===== src/rtl/stepper_phase_decoder_if.sv =====
`default_nettype none
// ---------------------------------------------------------------------------
// stepper_phase_decoder_if : phase input / decoded-motion bundle  (rev 1.0)
// ---------------------------------------------------------------------------
interface stepper_phase_decoder_if #(
   parameter int POS_W = 12
);
   logic [3:0]       signal;
   logic             pos_clr;
   logic [POS_W-1:0] position;
   logic             dir;
   logic             step_pulse;
   logic             idle;
   logic             stalled;
   logic             err_pulse;
   logic [7:0]       err_count;
   logic [9:0]       stroke_count;

   modport master (
      output signal, pos_clr,
      input  position, dir, step_pulse, idle, stalled,
             err_pulse, err_count, stroke_count
   );

   modport slave (
      input  signal, pos_clr,
      output position, dir, step_pulse, idle, stalled,
             err_pulse, err_count, stroke_count
   );
endinterface
`default_nettype wire


===== src/rtl/stepper_phase_decoder.sv =====
`default_nettype none
// ---------------------------------------------------------------------------
// stepper_phase_decoder : one-hot phase pattern to position/dir/stroke/stall
// rev 1.0
// ---------------------------------------------------------------------------
module stepper_phase_decoder #(
   parameter int POS_W   = 12,
   parameter int TIMEOUT = 2097152,
   parameter int TO_W    = 22
) (
   input  logic                    clk,
   input  logic                    rst,
   stepper_phase_decoder_if.slave  bus
);

   typedef enum logic [1:0] {
      S_IDLE   = 2'd0,
      S_ACTIVE = 2'd1,
      S_ERROR  = 2'd2
   } state_t;

   localparam logic [TO_W-1:0] STALL_MAX = '1;
   localparam logic [TO_W-1:0] STALL_LIM = TO_W'(TIMEOUT);

   state_t           state_q, state_d;
   logic [3:0]       sig_q, sig_d;
   logic [3:0]       last_q, last_d;
   logic [POS_W-1:0] position_q, position_d;
   logic             dir_q, dir_d;
   logic             step_q, step_d;
   logic             err_q, err_d;
   logic [7:0]       err_count_q, err_count_d;
   logic [9:0]       stroke_q, stroke_d;
   logic [TO_W-1:0]  stall_q, stall_d;

   // {legal, index} for a one-hot phase pattern
   function automatic logic [2:0] phase_idx(input logic [3:0] p);
      case (p)
         4'b0001: phase_idx = 3'b100;
         4'b0010: phase_idx = 3'b101;
         4'b0100: phase_idx = 3'b110;
         4'b1000: phase_idx = 3'b111;
         default: phase_idx = 3'b000;
      endcase
   endfunction

   logic       change;
   logic [2:0] cur, prev;
   logic       go_err, do_step, step_dir;

   always_comb begin
      sig_d       = bus.signal;
      last_d      = sig_q;
      state_d     = state_q;
      position_d  = position_q;
      dir_d       = dir_q;
      step_d      = 1'b0;
      err_d       = 1'b0;
      err_count_d = err_count_q;
      stroke_d    = stroke_q;
      stall_d     = '0;
      go_err      = 1'b0;
      do_step     = 1'b0;
      step_dir    = 1'b0;
      change      = (sig_q != last_q);
      cur         = phase_idx(sig_q);
      prev        = phase_idx(last_q);

      case (state_q)
         S_IDLE: begin
            if (change) begin
               if (sig_q == 4'b0001)
                  state_d = S_ACTIVE;
               else if (sig_q != 4'b0000)
                  go_err = 1'b1;
            end
         end
         S_ACTIVE: begin
            if (!change) begin
               stall_d = (stall_q == STALL_MAX) ? stall_q : stall_q + TO_W'(1);
            end else if (sig_q == 4'b0000) begin
               state_d = S_IDLE;
            end else if (cur[2] && (cur[1:0] == prev[1:0] - 2'd1)) begin
               do_step  = 1'b1;
               step_dir = 1'b0;
            end else if (cur[2] && (cur[1:0] == prev[1:0] + 2'd1)) begin
               do_step  = 1'b1;
               step_dir = 1'b1;
            end else begin
               go_err = 1'b1;
            end
         end
         S_ERROR: begin
            if (sig_q == 4'b0000)
               state_d = S_IDLE;
         end
         default: state_d = S_IDLE;
      endcase

      if (go_err) begin
         state_d     = S_ERROR;
         err_d       = 1'b1;
         err_count_d = (err_count_q == 8'd255) ? err_count_q : err_count_q + 8'd1;
      end

      if (do_step) begin
         step_d     = 1'b1;
         dir_d      = step_dir;
         position_d = step_dir ? position_q - POS_W'(1) : position_q + POS_W'(1);
         // a stroke completes on the first up-step after a down-step
         if (step_dir && !dir_q)
            stroke_d = stroke_q + 10'd1;
      end

      if (bus.pos_clr) begin
         position_d = '0;
         stroke_d   = '0;
      end
   end

   always_ff @(posedge clk) begin
      if (!rst) begin
         state_q     <= S_IDLE;
         sig_q       <= 4'b0000;
         last_q      <= 4'b0000;
         position_q  <= '0;
         dir_q       <= 1'b0;
         step_q      <= 1'b0;
         err_q       <= 1'b0;
         err_count_q <= 8'd0;
         stroke_q    <= 10'd0;
         stall_q     <= '0;
      end else begin
         state_q     <= state_d;
         sig_q       <= sig_d;
         last_q      <= last_d;
         position_q  <= position_d;
         dir_q       <= dir_d;
         step_q      <= step_d;
         err_q       <= err_d;
         err_count_q <= err_count_d;
         stroke_q    <= stroke_d;
         stall_q     <= stall_d;
      end
   end

   assign bus.position     = position_q;
   assign bus.dir          = dir_q;
   assign bus.step_pulse   = step_q;
   assign bus.idle         = (state_q == S_IDLE);
   assign bus.stalled      = (state_q == S_ACTIVE) && (stall_q >= STALL_LIM);
   assign bus.err_pulse    = err_q;
   assign bus.err_count    = err_count_q;
   assign bus.stroke_count = stroke_q;

endmodule
`default_nettype wire


===== src/flat_wrapper.sv =====
// flat-port wrapper written by rule: the top's interface ports become plain ports
module stepper_phase_decoder_flat 
#(
   parameter int POS_W   = 12,
   parameter int TIMEOUT = 2097152,
   parameter int TO_W    = 22
)
  (clk, rst, bus_signal, bus_pos_clr, bus_position, bus_dir, bus_step_pulse, bus_idle, bus_stalled, bus_err_pulse, bus_err_count, bus_stroke_count);
  stepper_phase_decoder_if #(.POS_W(POS_W)) bus_i ();
  input  logic clk;
  input  logic rst;
  input wire logic [$bits(bus_i.signal)-1:0] bus_signal;
  input wire logic [$bits(bus_i.pos_clr)-1:0] bus_pos_clr;
  output wire logic [$bits(bus_i.position)-1:0] bus_position;
  output wire logic [$bits(bus_i.dir)-1:0] bus_dir;
  output wire logic [$bits(bus_i.step_pulse)-1:0] bus_step_pulse;
  output wire logic [$bits(bus_i.idle)-1:0] bus_idle;
  output wire logic [$bits(bus_i.stalled)-1:0] bus_stalled;
  output wire logic [$bits(bus_i.err_pulse)-1:0] bus_err_pulse;
  output wire logic [$bits(bus_i.err_count)-1:0] bus_err_count;
  output wire logic [$bits(bus_i.stroke_count)-1:0] bus_stroke_count;
  assign bus_i.signal = bus_signal;
  assign bus_i.pos_clr = bus_pos_clr;
  assign bus_position = bus_i.position;
  assign bus_dir = bus_i.dir;
  assign bus_step_pulse = bus_i.step_pulse;
  assign bus_idle = bus_i.idle;
  assign bus_stalled = bus_i.stalled;
  assign bus_err_pulse = bus_i.err_pulse;
  assign bus_err_count = bus_i.err_count;
  assign bus_stroke_count = bus_i.stroke_count;
  stepper_phase_decoder #(.POS_W(POS_W), .TIMEOUT(TIMEOUT), .TO_W(TO_W)) u_core (.clk(clk), .rst(rst), .bus(bus_i));
endmodule

===== config.mk =====
export PLATFORM = sky130hd
export DESIGN_NAME = stepper_phase_decoder_flat
export DESIGN_NICKNAME = d
export VERILOG_FILES = /design/src/rtl/stepper_phase_decoder_if.sv /design/src/rtl/stepper_phase_decoder.sv /design/src/flat_wrapper.sv
export SDC_FILE = /design/constraint.sdc
export NUM_CORES = 1
export LEC_CHECK = 0
export CORE_ASPECT_RATIO = 1.5
export CORE_MARGIN = 2
export CORE_UTILIZATION = 60
export CTS_BUF_LIST = sky130_fd_sc_hd__clkbuf_4 sky130_fd_sc_hd__clkbuf_8 sky130_fd_sc_hd__clkbuf_16
export DETAILED_ROUTE_END_ITERATION = 8
export MAX_ROUTING_LAYER = met4
export PLACE_DENSITY = 0.85
export SLEW_MARGIN = 20
export SYNTH_ARGS = -nofsm -noshare
export SYNTH_HDL_FRONTEND = slang
export SYNTH_SLANG_ARGS = --single-unit

===== constraint.sdc =====
create_clock -name clk -period 8.79 [get_ports clk]
set_input_delay 1.3185 -clock clk [delete_from_list [all_inputs] [get_ports clk]]
set_output_delay 1.3185 -clock clk [all_outputs]
set_load 0.02 [all_outputs]

==> metrics, run 1 <==
die area around 6500 µm²; Worst Tran Pin Value 0.880 ns; die width 66.7 µm; EDFF count, synth 0; synth top area cells dfxtp_1 (37%), ha_1 (6.0%), nor2_1 (4.1%), a21oi_1 (4.1%), xnor2_1 (4.0%); die height 98 µm; main combinational cell family by area after synthesis simple AND/OR/NAND/NOR gates; clk_lat worst skew 0.34 ns; Seq/Total Area, Yosys 36.8%; PwrDens 154 nW/µm²; DRC viols 0; Adder-Cell Fraction of Synth Area under 10%; NumNets Final 476; Mean Syn Cell Area 8.52 µm²; simple-gate share of the synthesized area about 28%; Synth Warn # 0; slew margin rel. between 30% and 40%; Synth top area share between 30 and 40%; vias per std cell 5.99; Bufs on Longest Clock Path 2; post-synthesis xor/xnor area fraction 7.19%; CP Class register to register; area of the multi-input gates 2130 µm²; Compound-Gate Fraction of Synth Area 18.3%; I/O pin total between 40 and 50; VDD IR max 0.127 mV; clock sink total between 60 and 70; CTS tree yes; Setup Skew 0.00866 ns; initial antenna violation count 0; Worst Setup Start Kind register; Total Neg Setup Slack 0 ns; leakage power 1.53 nW; top cell type by total area after synthesis dfxtp_1; crit path DAT approximately 4.4 ns; ANT cells 0; input/output buffers between 40 and 50; global routing usage on met2 between 40% and 50%; Mapped Cells between 400 and 500; initial core utilization 61.5%; DP HPWL 5.44 mm; count leader, synth dfxtp_1; Resize count post-CTS 0; final clock period utilization by the worst path 47.4%; # setup viols final 0; Top FF cell, synth dfxtp_1; total grt overflow 0; RSZ-0062 raised after global routing false; antenna-violating nets left 0; crit path time final 4.17 ns; final hold vios 0; first-pass GRT wire length 13.1 mm; vias in the first global route around 3100; layout cells sized above 1 4.62%; Async SR Flop Fraction 0%; mapped cell area 3530 µm²; Yosys cell types 56; Post-CTS Hold Buffers 0; area grow syn2layout 17.9%; Power Total 0.642 mW; Worst-path clk slew about 0.070 ns; class of the worst hold path register to register; post-CTS setup buffer count 0; GRT Overall Usage roughly a quarter; register area 1300 µm²; Max Freq ~240 MHz; via count 3159; pins over their slew limit 0; Max Fanout on Critical Path 14; post-synthesis mux area share 0.566%; DR iter-0 viols 124; Setup crit end kind register; number of synthesized register bits 65; cts bufs inserted 9; max_cap viols 0; GR peak layer met2; largest net degree at the start of global routing 28; GPL Wtd Cong 0.871; Root Buffer clkbuf_8; Synth top cells by count dfxtp_1 (65), nor2_1 (39), nand2_1 (31); Pre-antenna DRT Iters 4; Worst path slowest cell a311oi_4; crit path cell chain or4b_1, a221o_1, a311oi_4, ha_1, a211oi_1, o21ai_0, a2111o_1, a211o_1, a21o_1, a21oi_1; Syn Nets 440; Rows 34; M1 GR Usage 27.5%; H-tree Lvls 3; Req. time, crit path 9.04 ns; routed wire length 7.60 mm; # fillers 470; CP max stage delay between 0.6 and 0.7 ns; Core Box Area roughly 5700 µm²; met3 Use GR 5.76%; outcome complete, no violations; post-DR wirelength/cell 14.4 µm
==> per-layer routing <==
layer,wire [µm],part of all wire (%)
met1,3170,42
met2,4040,53
met3,232,3.1
met4,154,2.0
met5,0,0
==> where the power goes <==
part	switching, mW	internal (mW)
combinational	0.0440	0.0332
clock	0.108	0.147
sequential	0.00881	0.301
==> state kept, by name, summed over array words and instances (netlist names), 2 cells and up <==
register and cells:
u_core.stall_q 22, u_core.bus.position 12, u_core.bus.stroke_count 10, u_core.bus.err_count 8, u_core.last_d 4, u_core.last_q 4
u_core.state_q 2
==> cell families (layout without fill, tap and decap cells) <==
group / count (synthesis) / count (layout)
simple gates: 179 / 179
compound gates: 95 / 95
flops: 65 / 65
xor+xnor: 29 / 29
buf+inv: 27 / 67
fa+ha+maj: 18 / 18
mux: 2 / 2
==> cell type report <==
cell class	instances	area share, %
Clock buffer	12	3.81
Inverter	11	0.990
Multi-Input combinational cell	323	51.0
Tap cell	72	2.16
Timing Repair Buffer	41	9.84
Clock inverter	3	0.960
Sequential cell	65	31.2
==> per-stage QoR <==
stage                     cell area, µm²  setup WS [ns]  cells  util, %  hold WS, ns
after global routing                4170           4.40    527     72.6        0.508
after floorplan                     3530           5.15    415        -        0.467
after detailed placement            3970           4.68    512     69.1        0.471
after CTS                           4170           4.64    527     72.6        0.482
final                               4170           4.62    527     72.6        0.476
after global placement              3970           4.79    512     69.1        0.460
==> worst max-delay path, delay by kind of cell (launching register included) <==
family | cells | cell delay, ns
AOI/OAI and AO/OA | 8 | 2.69
DFF | 1 | 0.53
and+or+nand+nor | 1 | 0.47
adders and majority gates | 1 | 0.39
==> final timing paths <==
check             slack (ns)                       to  cells after the start                    from
setup / recovery        4.62  u_core.bus.position[11]                     10        u_core.last_d[1]
hold / removal          0.48   u_core.bus.position[4]                      2  u_core.bus.position[4]
setup reg to reg        4.62  u_core.bus.position[11]                     10        u_core.last_d[1]
hold reg to reg         0.48   u_core.bus.position[4]                      2  u_core.bus.position[4]
==> cell usage in the layout (no fill, tap or decap), drive strengths merged, types with 6 or more instances in the layout <==
cell type and n:
nor3 13, and3 12, inv 11, or3 9, xor2 13, dfxtp 65, nand3 14, ha 17
nand4 17, nor2 39, xnor2 16, a21oi 29, o21ai 14, clkbuf 12, o21bai 6, clkdlybuf4s50 41
and2 14, nand2 31
(Power assumes the default switching activity.)
==> run 2, diff against run 1 <==
- CORE_UTILIZATION: 60 -> 56
- PLACE_DENSITY: 0.85 -> 0.8
- clock period: 8.79 -> 4 ns (I/O delays scaled with it)
==> run 2 against run 1 <==
  * Via count about the same
  * Sequential share of layout area decreased by 0.62 points
  * Die area increased by 6.8%
  * Global-route usage decreased by 2.1 points
  * First-iteration DRC count increased by 28%
  * Routed wire length decreased by 0.91%
  * Clock skew increased by 0.0035 ns
  * Critical path depth increased by 1
  * Largest cell class unchanged
  * Final cell count increased by 1.3%
  * Largest power group is now the clock network
==> metrics, run 2 (synthesis gave the netlist of run 1 again) <==
first-pass GRT wire length 12.5 mm (was 13.1 mm); NumNets Final 480 (was 476); hold depth 2 (unchanged); FF-to-FF setup slack 0.25 ns (was 4.62 ns); crit path DAT 4.01 ns (was 4.42 ns); Core Box Area 6130 µm² (was 5740 µm²); CTS tree yes (unchanged); initial core utilization 57.7% (was 61.5%); final hold vios 0 (unchanged); Seq pwr share 43.8% (was 48.3%); clk_lat worst skew 0.35 ns (was 0.34 ns); internal power 1.17 mW (was 0.482 mW); Bufs on Longest Clock Path 2 (unchanged); CP max stage delay 0.53 ns (was 0.69 ns); Buf/Inv on CP 1 (was 0); Worst Tran Pin Value 0.833 ns (was 0.880 ns); cell mode on critical path o21ai_0; slew margin rel. 44.4% (was 39.8%); crit path cell chain or4b_1, a221o_1, a311oi_4, buf_4, ha_1, o21ai_0, o21ai_0, a2111o_1, a211o_1, a21o_1, a21oi_1 (was or4b_1, a221o_1, a311oi_4, ha_1, a211oi_1, o21ai_0, a2111o_1, a211o_1, a21o_1, a21oi_1); antenna-violating nets left 0 (unchanged); sw frac 24.7% (was 25.0%); CP top delay family compound AO/OA/AOI/OAI gates (unchanged); GRT Overall Usage 23.9% (was 26.0%); post-DR wirelength/cell 14.1 µm (was 14.4 µm); Pre-antenna DRT Iters 4 (unchanged); placed insts 518 (was 512); GPL Wtd Cong 0.873 (was 0.871); ANT cells 0 (unchanged); layout cells sized above 1 5.65% (was 4.62%); DRC viols 0 (unchanged); Crit Reg-Reg Startpoint u_core.last_d[1] (unchanged); max_cap viols 0 (unchanged); max FFs per register 22 (unchanged); via count 3162 (was 3159); die width 68.9 µm (was 66.7 µm); # fillers 510 (was 470); Power Total 1.55 mW (was 0.642 mW); pins over their slew limit 0 (unchanged); Resize count post-CTS 0 (unchanged); Total Neg Setup Slack 0 ns (unchanged); Worst-path clk slew 0.08 ns (was 0.07 ns); Final Non-Filler Cells 534 (was 527); most common cell after layout, fill and taps aside dfxtp_1 (unchanged); crit path time final 3.75 ns (was 4.17 ns); initial antenna violation count 0 (unchanged); post-CTS setup buffer count 0 (unchanged); Worst Setup Start Kind register (unchanged); die height 101 µm (was 98 µm); vias per std cell 5.92 (was 5.99); Root Buffer clkbuf_8 (unchanged); Setup Skew 0.0121 ns (was 0.00866 ns); leakage power 1.57 nW (was 1.53 nW); area grow syn2layout 20.4% (was 17.9%); Clk pwr share 45.1% (was 39.7%); I/O pin total 42 (unchanged); cts bufs inserted 9 (unchanged); Final Core Density 69.4% (was 72.6%); Hold Startpoint u_core.bus.position[5] (was u_core.bus.position[4]); class of the worst hold path register to register (unchanged); input/output buffers 41 (unchanged); die area 6980 µm² (was 6530 µm²); DP HPWL 5.43 mm (was 5.44 mm); Max Fanout on Critical Path 12 (was 14); total grt overflow 0 (unchanged); clock sink total 65 (unchanged); CP Class register to register (unchanged); Setup crit end kind register (unchanged); outcome complete, no violations (unchanged); VDD IR max 0.247 mV (was 0.127 mV); Rows 35 (was 34); net switching power 0.384 mW (was 0.161 mW); routed wire length 7.53 mm (was 7.60 mm); Max Freq 267 MHz (was 240 MHz); RSZ-0062 raised after global routing false (unchanged); Post-CTS Hold Buffers 0 (unchanged); Min-Delay Endpoint u_core.bus.position[5] (was u_core.bus.position[4]); most frequent cells in the layout dfxtp_1 (65), clkdlybuf4s50_1 (41), nor2_1 (39), nand2_1 (31), a21oi_1 (29) (unchanged); # setup viols final 0 (unchanged); worst r2r dst u_core.bus.position[11] (unchanged); Gate power share 11.1% (was 12.0%); Worst path slowest cell dfxtp_1 (was a311oi_4); Req. time, crit path 4.26 ns (was 9.04 ns); critical path depth in cells 11 (was 10); R2R cell count 11 (was 10); vias in the first global route 2936 (was 3112); PwrDens 365 nW/µm² (was 154 nW/µm²); hold slack 0.481 ns (was 0.476 ns); DR iter-0 viols 159 (was 124); final clock period utilization by the worst path 93.7% (was 47.4%); H-tree Lvls 3 (unchanged); largest net degree at the start of global routing 28 (unchanged); Most flops, register u_core.stall_q (unchanged)
==> run 2: per-layer routing <==
metal,track usage (%),routed length [µm]
met2,40.8,3970
met4,10.4,131
met1,26.2,3170
met5,-,0
met3,4.67,252
==> run 2: layout make-up <==
| class | instances | area, µm² | area share, % |
|---|---|---|---|
| clock buffer | 10 | 138 | 3.24 |
| clock inverter | 6 | 114 | 2.68 |
| inverter | 11 | 41.3 | 0.971 |
| multi-input combinational | 323 | 2130 | 50.0 |
| sequential | 65 | 1300 | 30.6 |
| tap | 74 | 92.6 | 2.18 |
| timing repair buffer | 45 | 440 | 10.4 |
==> run 2: power groups by stage <==
stage	Clock (mW)	Combinational [mW]	Sequential [mW]
2_1_floorplan	0	0.117	0.697
3_3_place_gp	0	0.170	0.695
3_5_place_dp	0	0.172	0.695
4_1_cts	0.711	0.173	0.681
5_1_grt	0.737	0.193	0.683
6_report	0.701	0.172	0.681
==> run 2: how the worst max path moves through the flow <==
| stage | to | start |
|---|---|---|
| finish | u_core.bus.position[11] | u_core.last_d[1] |
| global route | u_core.bus.position[11] | u_core.last_d[1] |
| CTS | u_core.bus.position[11] | u_core.last_d[1] |
| detailed placement | u_core.bus.position[11] | u_core.last_d[1] |
| global placement | u_core.bus.position[11] | u_core.last_d[1] |
| floorplan | u_core.bus.position[11] | u_core.last_d[3] |
==> run 2: stage by stage <==
stage          cell area (µm²)  setup slack (ns)
6_report                  4250             0.251
5_1_grt                   4250            0.0185
4_1_cts                   4250             0.252
3_5_place_dp              4000             0.289
3_3_place_gp              4000             0.381
2_1_floorplan             3530             0.365
==> run 2: worst register-to-register path: cells and delay by family, from the launching register on <==
| family | cells | cell delay [ns] |
|---|---|---|
| DFF | 1 | 0.53 |
| and+or+nand+nor | 1 | 0.47 |
| AOI/OAI and AO/OA | 8 | 2.15 |
| adders and majority gates | 1 | 0.28 |
| buffers and inverters | 1 | 0.22 |
==> run 3, diff against run 2 <==
- ABC_CLOCK_PERIOD_IN_PS: default -> 4000
- CORE_MARGIN: 2 -> default
- SKIP_CTS_REPAIR_TIMING: default -> 1
==> run 3 against run 2 <==
  * Clock power down 15%
  * Sequential share of layout area is 0.34 points higher
  * Clock skew is 0.0058 ns lower
  * Core utilization shrank 0.69 points
  * Worst hold slack worse by 0.00051 ns
  * Routed wire length is 0.19% higher
  * First-iteration DRC count down 10%
  * Final cell count decreased by 0.19%
  * Non-clock buffer count stayed put
  * Sequential cell count is the same
  * Critical path type unchanged
  * Critical endpoint unchanged
==> metrics, run 3 (synthesis gave the netlist of run 1 again) <==
outcome complete, no violations (unchanged); antenna-violating nets left 0 (unchanged); most common cell after layout, fill and taps aside dfxtp_1 (unchanged); Root Buffer clkbuf_8 (unchanged); Setup Skew 0.00631 ns (was 0.0121 ns); Rows 35 (unchanged); Setup crit end kind register (unchanged); Seq pwr share 46.9% (was 43.8%); area grow syn2layout 19.2% (was 20.4%); hold slack 0.481 ns (about the same); PwrDens 345 nW/µm² (was 365 nW/µm²); post-layout instance area 4210 µm² (was 4250 µm²); Buf/Inv on CP 1 (unchanged); DRC viols 0 (unchanged); final clock period utilization by the worst path 92.7% (was 93.7%); Worst-path clk slew 0.07 ns (was 0.08 ns); total grt overflow 0 (unchanged); ANT cells 0 (unchanged); Final Non-Filler Cells 533 (was 534); die area 6640 µm² (was 6980 µm²); Pre-antenna DRT Iters 4 (unchanged); vias in the first global route 3020 (was 2936); internal power 1.08 mW (was 1.17 mW); VDD IR max 0.265 mV (was 0.247 mV); H-tree Lvls 3 (unchanged); cell mode on critical path o21ai_0 (unchanged); final hold vios 0 (unchanged); worst slack at placement 0.327 ns (was 0.289 ns); class of the worst hold path register to register (unchanged); dpl cell area 4000 µm² (unchanged); die width 66.9 µm (was 68.9 µm); leakage power 1.56 nW (was 1.57 nW); largest net degree at the start of global routing 28 (unchanged); DP HPWL 5.38 mm (was 5.43 mm); Core Box Area 6130 µm² (unchanged); Clk pwr share 41.1% (was 45.1%); clk_lat worst skew 0.34 ns (was 0.35 ns); crit path cell chain or4b_1, a221o_1, a311oi_4, buf_4, ha_1, o21ai_0, o21ai_0, a2111o_1, a211o_1, a21o_1, a21oi_1 (unchanged); I/O pin total 42 (unchanged); RSZ-0062 raised after global routing false (unchanged); Gate power share 12.0% (was 11.1%); Worst path slowest cell dfxtp_1 (unchanged); Bufs on Longest Clock Path 2 (unchanged); net switching power 0.370 mW (was 0.384 mW); Worst Tran Pin Value 0.837 ns (was 0.833 ns); Worst Setup Start Kind register (unchanged); layout cells sized above 1 5.66% (was 5.65%); setup slack after layout 0.292 ns (was 0.251 ns); CP Class register to register (unchanged); sw frac 25.5% (was 24.7%); Req. time, crit path 4.26 ns (about the same); most frequent cells in the layout dfxtp_1 (64), clkdlybuf4s50_1 (41), nor2_1 (39), nand2_1 (31), a21oi_1 (29) (was dfxtp_1 (65), clkdlybuf4s50_1 (41), nor2_1 (39), nand2_1 (31), a21oi_1 (29)); Max Fanout on Critical Path 11 (was 12); Total Neg Setup Slack 0 ns (unchanged); cts bufs inserted 9 (unchanged); post-DR wirelength/cell 14.2 µm (was 14.1 µm); initial core utilization 57.7% (unchanged); clock sink total 65 (unchanged); placed insts 518 (unchanged); via count 3165 (was 3162); GPL Wtd Cong 0.873 (about the same); CP max stage delay 0.52 ns (was 0.53 ns); pins over their slew limit 0 (unchanged); input/output buffers 41 (unchanged); # setup viols final 0 (unchanged); Power Total 1.45 mW (was 1.55 mW); initial antenna violation count 0 (unchanged); CTS tree yes (unchanged); Final Core Density 68.7% (was 69.4%); routed wire length 7.54 mm (was 7.53 mm); Max Freq 270 MHz (was 267 MHz); crit path time final 3.71 ns (was 3.75 ns); max_cap viols 0 (unchanged); max FFs per register 22 (unchanged); CP top delay family compound AO/OA/AOI/OAI gates (unchanged); crit path DAT 3.97 ns (was 4.01 ns); GRT Overall Usage 24.9% (was 23.9%); Most flops, register u_core.stall_q (unchanged); NumNets Final 480 (unchanged); slew margin rel. 44.2% (was 44.4%); DR iter-0 viols 143 (was 159); die height 99.3 µm (was 101 µm); first-pass GRT wire length 12.5 mm (about the same); vias per std cell 5.94 (was 5.92)
[run 3: changes by cell type in the layout (fill, tap and decap cells not counted), sizes merged]
cell	before	now
inv	12	11
clkinv	0	4
clkbuf	10	9
bufinv	3	2
clkinvlp	2	0
[run 3: tightest hold or removal path, delay by kind of cell (launching register included)]
| kind | cells | cell delay (ns) |
|---|---|---|
| AO/OA/AOI/OAI | 2 | 0.11 |
| flip-flops | 1 | 0.32 |
[run 3: cell type report]
type | instances | area, µm²
Fill cell | 499 | 1920
Tap cell | 74 | 92.6
Multi-Input combinational cell | 323 | 2130
Timing Repair Buffer | 45 | 440
Sequential cell | 65 | 1300
Clock buffer | 9 | 124
Clock inverter | 6 | 83.8
Inverter | 11 | 41.3
[run 3: path summary, 6_finish.rpt]
check                                           startpoint                          to  depth (start not counted)  slack [ns]
worst min register to register  u_core.bus.stroke_count[9]  u_core.bus.stroke_count[9]                          2        0.48
worst min-delay path            u_core.bus.stroke_count[9]  u_core.bus.stroke_count[9]                          2        0.48
worst max-delay path                      u_core.last_d[3]     u_core.bus.position[11]                         11        0.29
worst max register to register            u_core.last_d[3]     u_core.bus.position[11]                         11        0.29
[run 3: routing by layer]
| metal | vias up | part of all wire [%] | track usage [%] |
|---|---|---|---|
| li1 | 1602 | - | - |
| met1 | 1493 | 42 | 26.4 |
| met2 | 56 | 53 | 43.0 |
| met3 | 14 | 2.9 | 3.78 |
| met4 | 0 | 2.0 | 13.4 |
| met5 | - | 0 | - |
[run 3: power groups by stage]
stage | logic [mW] | clock network (mW) | registers, mW
2_1_floorplan | 0.117 | 0 | 0.697
3_3_place_gp | 0.170 | 0 | 0.695
3_5_place_dp | 0.173 | 0 | 0.696
4_1_cts | 0.174 | 0.610 | 0.681
5_1_grt | 0.191 | 0.630 | 0.684
6_report | 0.174 | 0.597 | 0.681
